## src/rtl/simon2share_ctrl.sv

```systemverilog
// Sequencer for the 2-share Simon128/128 core: serialises plaintext/key shares, runs the core, returns ciphertext.
// Optional RUN-phase watchdog enabled by defining SIMON_CTRL_TIMEOUT_EN.
module simon2share_ctrl #(
  parameter int LOAD_BITS = 128,
  parameter int TIMEOUT   = 200
) (
  input  logic                 clk,
  input  logic                 rst,
  input  logic                 start_valid,
  output logic                 start_ready,
  input  logic [LOAD_BITS-1:0] pt_a,
  input  logic [LOAD_BITS-1:0] pt_b,
  input  logic [LOAD_BITS-1:0] key_a,
  input  logic [LOAD_BITS-1:0] key_b,
  output logic                 data_ina,
  output logic                 data_inb,
  output logic [1:0]           data_rdy,
  input  logic                 core_done,
  input  logic [LOAD_BITS-1:0] core_cipher,
  output logic                 ct_valid,
  input  logic                 ct_ready,
  output logic [LOAD_BITS-1:0] ct_data,
  output logic                 busy,
  output logic                 err
);

  // state    | meaning
  // IDLE     | waiting for a request, core held cleared
  // LOAD_PT  | shifting plaintext shares, data_rdy=1
  // LOAD_KEY | shifting key shares, data_rdy=2
  // RUN      | core running, waiting for core_done
  // OUT      | ciphertext held until consumer accepts
  typedef enum logic [2:0] {S_IDLE, S_LOAD_PT, S_LOAD_KEY, S_RUN, S_OUT} state_t;

  localparam int BW = $clog2(LOAD_BITS);
  localparam logic [7:0] TO_LAST = 8'(TIMEOUT - 1);
`ifdef SIMON_CTRL_TIMEOUT_EN
  localparam bit TO_EN = 1'b1;
`else
  localparam bit TO_EN = 1'b0;
`endif

  state_t                 state, state_nxt;
  logic [BW-1:0]          bit_cnt;
  logic [7:0]             run_cnt;
  logic [2*LOAD_BITS-1:0] sh_a, sh_b;
  logic [1:0]             rdy_nxt;
  logic                   last_bit, timeout;

  assign start_ready = (state == S_IDLE);
  assign last_bit    = (bit_cnt == BW'(LOAD_BITS - 1));
  // run_cnt counts completed RUN cycles, so this fires at the end of RUN cycle TIMEOUT
  assign timeout     = TO_EN && (run_cnt == TO_LAST);

  always_comb begin
    state_nxt = state;
    rdy_nxt   = 2'd0;
    case (state)
      S_IDLE:     if (start_valid) state_nxt = S_LOAD_PT;
      S_LOAD_PT:  if (last_bit) state_nxt = S_LOAD_KEY;
      S_LOAD_KEY: if (last_bit) state_nxt = S_RUN;
      S_RUN: begin
        if (core_done)    state_nxt = S_OUT;
        else if (timeout) state_nxt = S_IDLE;
      end
      S_OUT:      if (ct_ready) state_nxt = S_IDLE;
      default:    state_nxt = S_IDLE;
    endcase
    case (state_nxt)
      S_LOAD_PT:  rdy_nxt = 2'd1;
      S_LOAD_KEY: rdy_nxt = 2'd2;
      S_RUN:      rdy_nxt = 2'd3;
      default:    rdy_nxt = 2'd0;
    endcase
  end

  always_ff @(posedge clk or posedge rst) begin
    if (rst) begin
      state    <= S_IDLE;
      data_rdy <= 2'd0;
      data_ina <= 1'b0;
      data_inb <= 1'b0;
      ct_valid <= 1'b0;
      ct_data  <= '0;
      err      <= 1'b0;
      busy     <= 1'b0;
      bit_cnt  <= '0;
      run_cnt  <= '0;
      sh_a     <= '0;
      sh_b     <= '0;
    end else begin
      state    <= state_nxt;
      data_rdy <= rdy_nxt;
      busy     <= (state_nxt != S_IDLE);
      case (state)
        S_IDLE: begin
          if (start_valid) begin
            // bit 0 goes out immediately; the remaining 255 bits wait in the shifter, zero-padded
            data_ina <= pt_a[0];
            data_inb <= pt_b[0];
            sh_a     <= {1'b0, key_a, pt_a[LOAD_BITS-1:1]};
            sh_b     <= {1'b0, key_b, pt_b[LOAD_BITS-1:1]};
            bit_cnt  <= '0;
            err      <= 1'b0;
          end
        end
        S_LOAD_PT, S_LOAD_KEY: begin
          data_ina <= sh_a[0];
          data_inb <= sh_b[0];
          sh_a     <= sh_a >> 1;
          sh_b     <= sh_b >> 1;
          bit_cnt  <= last_bit ? '0 : bit_cnt + 1'b1;
          run_cnt  <= '0;
        end
        S_RUN: begin
          data_ina <= 1'b0;
          data_inb <= 1'b0;
          if (run_cnt != 8'hFF) run_cnt <= run_cnt + 8'd1;
          if (core_done) begin
            ct_data  <= core_cipher;
            ct_valid <= 1'b1;
          end else if (timeout) begin
            err <= 1'b1;
          end
        end
        S_OUT: begin
          if (ct_ready) ct_valid <= 1'b0;
        end
        default: ;
      endcase
    end
  end

endmodule
```

## config.mk

```make
export PLATFORM = sky130hd
export DESIGN_NAME = simon2share_ctrl
export DESIGN_NICKNAME = d
export VERILOG_FILES = /design/src/rtl/simon2share_ctrl.sv
export SDC_FILE = /design/constraint.sdc
export NUM_CORES = 2
export LEC_CHECK = 0
export ABC_AREA = 1
export CAP_MARGIN = 10
export CORE_AREA = 2 2 306 308
export DETAILED_ROUTE_END_ITERATION = 12
export DIE_AREA = 0 0 308 310
export DONT_BUFFER_PORTS = 1
export GPL_ROUTABILITY_DRIVEN = 0
export PLACE_DENSITY = 0.54
export SLEW_MARGIN = 10
export SYNTH_ARGS = -nofsm -noshare
export SYNTH_HDL_FRONTEND = slang
export SYNTH_SLANG_ARGS = --single-unit
export TNS_END_PERCENT = 100
```

## constraint.sdc

```tcl
create_clock -name clk -period 21.6 [get_ports clk]
set_input_delay 4.32 -clock clk [delete_from_list [all_inputs] [get_ports clk]]
set_output_delay 4.32 -clock clk [all_outputs]
set_load 0.005 [all_outputs]
```

### Word level (Yosys, flattened, before mapping)

Cells that the tools add are included.
W data, S select, Z words.

| storage, ports and cells | value |
|---|---|
| flip-flop bits (word level) | 656 |
| latch bits | 0 |
| bits in writable memories | 0 |
| ROM bits | 0 |
| bits of input ports | 645 |
| output and inout port bits | 136 |
| word-level logic and storage cells | 53 |
| memories | 0 |

| operators by class | value |
|---|---|
| add/subtract/negate cells | 1 |
| multipliers | 0 |
| div/mod/pow operators | 0 |
| $lt $le $gt $ge | 0 |
| equality and inequality tests | 11 |
| shift operators | 0 |
| mux-type cells | 21 |
| bitwise operators | 0 |
| reduce and logical (&&, ||, !) cells | 10 |

Operator list:

| cell | number |
|---|---|
| $pmux W256 S2 | 2 |
| $mux W256 | 2 |
| $mux W3 | 5 |
| $pmux W3 S5 | 1 |
| $mux W7 | 2 |
| $pmux W7 S2 | 1 |
| $eq A3 B2 Y1 const B | 4 |
| $add A7 B1 Y7 const B | 1 |
| $eq A7 B7 Y1 const B | 1 |
| $eq A3 B1 Y1 const B | 2 |
| $ne A2 B2 Y1 const B | 3 |
| $pmux W1 S3 | 2 |
| $pmux W2 S3 | 1 |
| $reduce_and A2 Y1 | 3 |
| $reduce_bool A3 Y1 | 2 |
| $mux W1 | 4 |
| $reduce_bool A2 Y1 | 2 |
| $eq A3 B3 Y1 const B | 1 |
| $logic_not A3 Y1 | 1 |
| $reduce_and A3 Y1 | 1 |
| $pmux W1 S2 | 1 |
| $reduce_or A2 Y1 | 1 |

### Depth between registers and ports, before layout

| depth | value |
|---|---|
| depth after elaboration | 5 |
| depth in mapped cells | 10 |
| depth with buffers taken out | 8 |

### Least setup slack after synthesis

Ideal clock, no wire load.

| timing | value |
|---|---|
| kind | input-to-reg |
| start point | input start_valid |
| end point | register sh_b[100] |
| setup time | 117 ps |
| arrival time | 5044 ps |
| data required time | 21483 ps |
| slack | 16439 ps |
| stages on the path | 8 |
| buffers on the path | 2 |
| path through | nand2_1 nand2_2 nand2_4 inv_4 buf_4 buf_2 nand3_1 nand2_1 |

| between the ends | value |
|---|---|
| word-level cells in the longest chain between the ends | 2 |

Ends and longest elaborated chain:

| element | line | source |
|---|---|---|
| from (decl) | 9 | `input logic start_valid,` |
| $ne A2 B2 Y1 (no line) | - |  |
| $reduce_and A2 Y1 (no line) | - |  |
| to (signal assigned) | 102 | `sh_b <= {1'b0, key_b, pt_b[LOAD_BITS-1:1]};` |
| to (signal assigned) | 111 | `sh_b <= sh_b >> 1;` |
| to (decl) | 46 | `logic [2*LOAD_BITS-1:0] sh_a, sh_b;` |

No other way between the ends.
A chain may end at the register's enable or synchronous reset.

### Worst setup path after layout

| timing | value |
|---|---|
| start point | input start_valid |
| end point | register sh_b[58] |

Same word-level chain as after synthesis.

==> results.md <==
- Outcome: finished clean
- Slowest-stage cell, CP: sky130_fd_sc_hd__buf_4
- Cell chosen for the clock root: sky130_fd_sc_hd__clkbuf_16
- Total of warnings raised by yosys: 0
- Critical path endpoint category: flip-flop
- Number of buffers inserted by port buffering: 0
- Sinks on Clock Net: 654
- Unrepaired setup endpoints after global routing: no
- Count of pins over their slew limit: 0
- Arr. time, crit path: slightly below 8 ns
- Min Clock Period, post-route: roughly 7.3 ns
- Required time of the critical path: around 22 ns
- Post-Synthesis Mean Instance Area: 6.93 um2
- HPWL after detailed placement: roughly 65,000 um
- Summed instance area of the synthesized netlist: 33,000 um2
- Count of buffer and inverter cells on the critical path: 4
- Worst path max stage delay: about 0.73 ns
- Cell breakdown of the critical path: nand2_1 -> nand2_2 -> nand2_8 -> buf_12 -> buf_4 -> buf_4 -> buf_4 -> nand2_1 -> nand2_1
- Number of maximum-capacitance constraint violations: 0
- Total number of placement rows: about 110
- Standard cell core area: 92,500 um2
- # DRC: 0
- # H-tree levels: 3
- Synthesized instance count: 4,769
- Effective utilization at floorplan: ~36%
- Pin count of the biggest net entering global routing: 228
- Cell Count, Final, Fillers Out: slightly below 6,000
- Library cells used by synthesis: 22
- Total negative slack for setup checks: 0 ns
- Vias per cell: 4.76
- Worst Skew: about 0.023 ns
- Largest buffer count on any clock path: 3
- Setup Viol. Count Final: 0
- Number of DRC markers in iteration 0: approximately 2,300
- Nets in the synthesized netlist: 5,415
- Via count: 27,883
- Vias in the first global route: about 27,000
- Final total power: around 0.0055 W
- Total count of hold-check failures in the final report: 0
- Total routing resource utilization after global routing: 20.2%
- Setup bufs post-CTS: 0
- DIE HEIGHT: between 300 and 400 um
- Total wire length: between 90,000 and 100,000 um
- Start-to-end type of the worst setup path: input port to flip-flop
- Total of cells resized after clock tree synthesis: 0
- Rel. slew slack: ~23%
- Ratio of cells with drive above 1 in the final layout: 3.60%
- Area delta synth->final: 9.09%
- Number of detailed-route iterations in the first pass: 5
- Leftover overflow at the end of global routing: 0
- TritonCTS clock tree: done
- Flip-flop and latch count after synthesis: between 600 and 700
- Average wire per standard cell: between 15 and 20 um
- Top Family by Delay on Critical Path: buffers and inverters
- Wire length of the first global-routing pass: around 150,000 um
- Clock latency at the later pin of the worst-skew pair: 0.63 ns
- Class of the worst hold path: flip-flop to flip-flop
- Final Cycle Share: between 30% and 40%
- CP Launch Type: input port
- Antenna violations before repair: 16
- Placed cell count: 5,702
- Number of nets with antenna violations after detailed routing: 0
- Total power divided by cell area: ~150 nW/um2
- Worst hold-check slack: 0.475 ns
- Worst setup timing slack at the placement stage: 13.45 ns
- Worst vdd ir: roughly 0.082 mV
- Hold-fix buffers at CTS: 0
- Fmax: between 100 and 150 MHz
- I/O pin cnt: approximately 780
- Static leakage: ~21 nW
- Reg clk slew, reported paths: around 0.060 ns
- Die area: approximately 95,000 um2
- CTS Buf Count: slightly below 80
- Maximum net fanout on the critical path: 168
- Slew at the pin with the worst max-slew slack: 1.15 ns
- Sequential element share of the synthesized area: 49.5%
- Width of the die: about 310 um
- Post-layout worst setup margin: 14.30 ns
- Number of nets at the end of the flow: between 5,000 and 6,000
==> per-stage QoR <==
| step | utilization (%) | area [um2] |
|---|---|---|
| final | 39.0 | 36000 |
| after global routing | 39.0 | 36000 |
| after detailed placement | 36.2 | 33400 |
| after floorplan | - | 33000 |
| after CTS | 38.9 | 36000 |
| after global placement | 36.2 | 33400 |
==> cell usage in the layout (no fill, tap or decap), types with 3 or more instances in the layout <==
master,count
sky130_fd_sc_hd__o21ai_0,6
sky130_fd_sc_hd__nand4_1,3
sky130_fd_sc_hd__bufinv_16,5
sky130_fd_sc_hd__nor2_4,3
sky130_fd_sc_hd__nand3_1,646
sky130_fd_sc_hd__buf_4,25
sky130_fd_sc_hd__clkbuf_1,16
sky130_fd_sc_hd__dfrtp_1,654
sky130_fd_sc_hd__nor3_1,3
sky130_fd_sc_hd__inv_6,4
sky130_fd_sc_hd__nor2_1,9
sky130_fd_sc_hd__diode_2,14
sky130_fd_sc_hd__clkbuf_16,79
sky130_fd_sc_hd__inv_1,579
sky130_fd_sc_hd__buf_12,5
sky130_fd_sc_hd__or2_2,3
sky130_fd_sc_hd__nand2_1,2556
sky130_fd_sc_hd__clkbuf_8,16
sky130_fd_sc_hd__clkinv_2,14
==> worst min-delay path: stages (launching register included) <==
cell and delay, ns:
sky130_fd_sc_hd__dfrtp_1 0.33, sky130_fd_sc_hd__nand2_1 0.05, sky130_fd_sc_hd__nand2_1 0.06
==> routing by layer <==
layer	vias up	global-route usage [%]	wire, um
li1	13882	-	-
met1	13054	25.0	41100
met2	785	34.1	48800
met3	158	3.81	5760
met4	4	9.34	3900
met5	-	0	27
==> cell usage after synthesis <==
cell type,n,area (um2)
sky130_fd_sc_hd__a32oi_1,1,8.76
sky130_fd_sc_hd__buf_1,7,26.3
sky130_fd_sc_hd__buf_2,243,1220
sky130_fd_sc_hd__buf_4,9,67.6
sky130_fd_sc_hd__buf_6,2,22.5
sky130_fd_sc_hd__clkbuf_1,33,124
sky130_fd_sc_hd__conb_1,1,3.75
sky130_fd_sc_hd__dfrtp_1,654,16400
sky130_fd_sc_hd__ha_1,1,12.5
sky130_fd_sc_hd__inv_1,580,2180
sky130_fd_sc_hd__inv_2,2,7.51
sky130_fd_sc_hd__inv_4,1,6.26
sky130_fd_sc_hd__nand2_1,2558,9600
sky130_fd_sc_hd__nand2_2,2,12.5
sky130_fd_sc_hd__nand2_4,1,11.3
sky130_fd_sc_hd__nand3_1,646,3230
sky130_fd_sc_hd__nand3b_1,1,7.51
sky130_fd_sc_hd__nand4_1,3,18.8
sky130_fd_sc_hd__nor2_1,12,45.0
sky130_fd_sc_hd__nor3_1,3,15.0
sky130_fd_sc_hd__o21ai_0,6,30.0
sky130_fd_sc_hd__or2_2,3,18.8
==> registers in the layout, summed over array words and instances (netlist names) <==
name and count:
bit_cnt 7, busy 1, ct_data 128, ct_valid 1
data_ina 1, data_inb 1, data_rdy 2, sh_a 255
sh_b 255, state 3
==> final timing paths <==
kind | start | end | slack, ns | depth (start not counted)
setup / recovery | start_valid | sh_b[58]$_DFFE_PP0P_ | 14.30 | 9
hold / removal | sh_b[249]$_DFFE_PP0P_ | sh_b[249]$_DFFE_PP0P_ | 0.48 | 2
hold reg to reg | sh_b[249]$_DFFE_PP0P_ | sh_b[249]$_DFFE_PP0P_ | 0.48 | 2
min in group asynchronous | rst | sh_a[88]$_DFFE_PP0P_ | 3.75 | 1
max in group asynchronous | rst | sh_a[215]$_DFFE_PP0P_ | 14.84 | 4
setup reg to reg | state[2]$_DFF_PP0_ | sh_b[58]$_DFFE_PP0P_ | 17.14 | 10
==> cell type report <==
cell class,instances,area (um2)
Antenna cell,14,35.0
Clock buffer,111,2260
Clock inverter,27,304
Fill cell,9877,56500
Inverter,583,2210
Multi-Input combinational cell,3238,13100
Sequential cell,654,16400
Tap cell,1197,1500
Timing Repair Buffer,30,288
==> power breakdown <==
group          leakage (nW)  switching, W  internal (W)
Clock                  1.27      0.000547      0.000788
Sequential             8.00      0.000356       0.00182
Combinational          11.8       0.00131      0.000690
Total                  21.1       0.00221       0.00330
==> kinds of logic (layout without fill, tap and decap cells) <==
logic type / Yosys count / after routing / share of synthesized area (%)
and+or+nand+nor: 3229 / 3229 / 39.2
buffers and inverters: 877 / 751 / 11.0
DFF: 654 / 654 / 49.5
AOI/OAI and AO/OA: 7 / 7 / 0.117
adders and majority gates: 1 / 1 / 0.0379
other: 1 / 15 / 0.0114
Power figures use the tool's default switching activity.
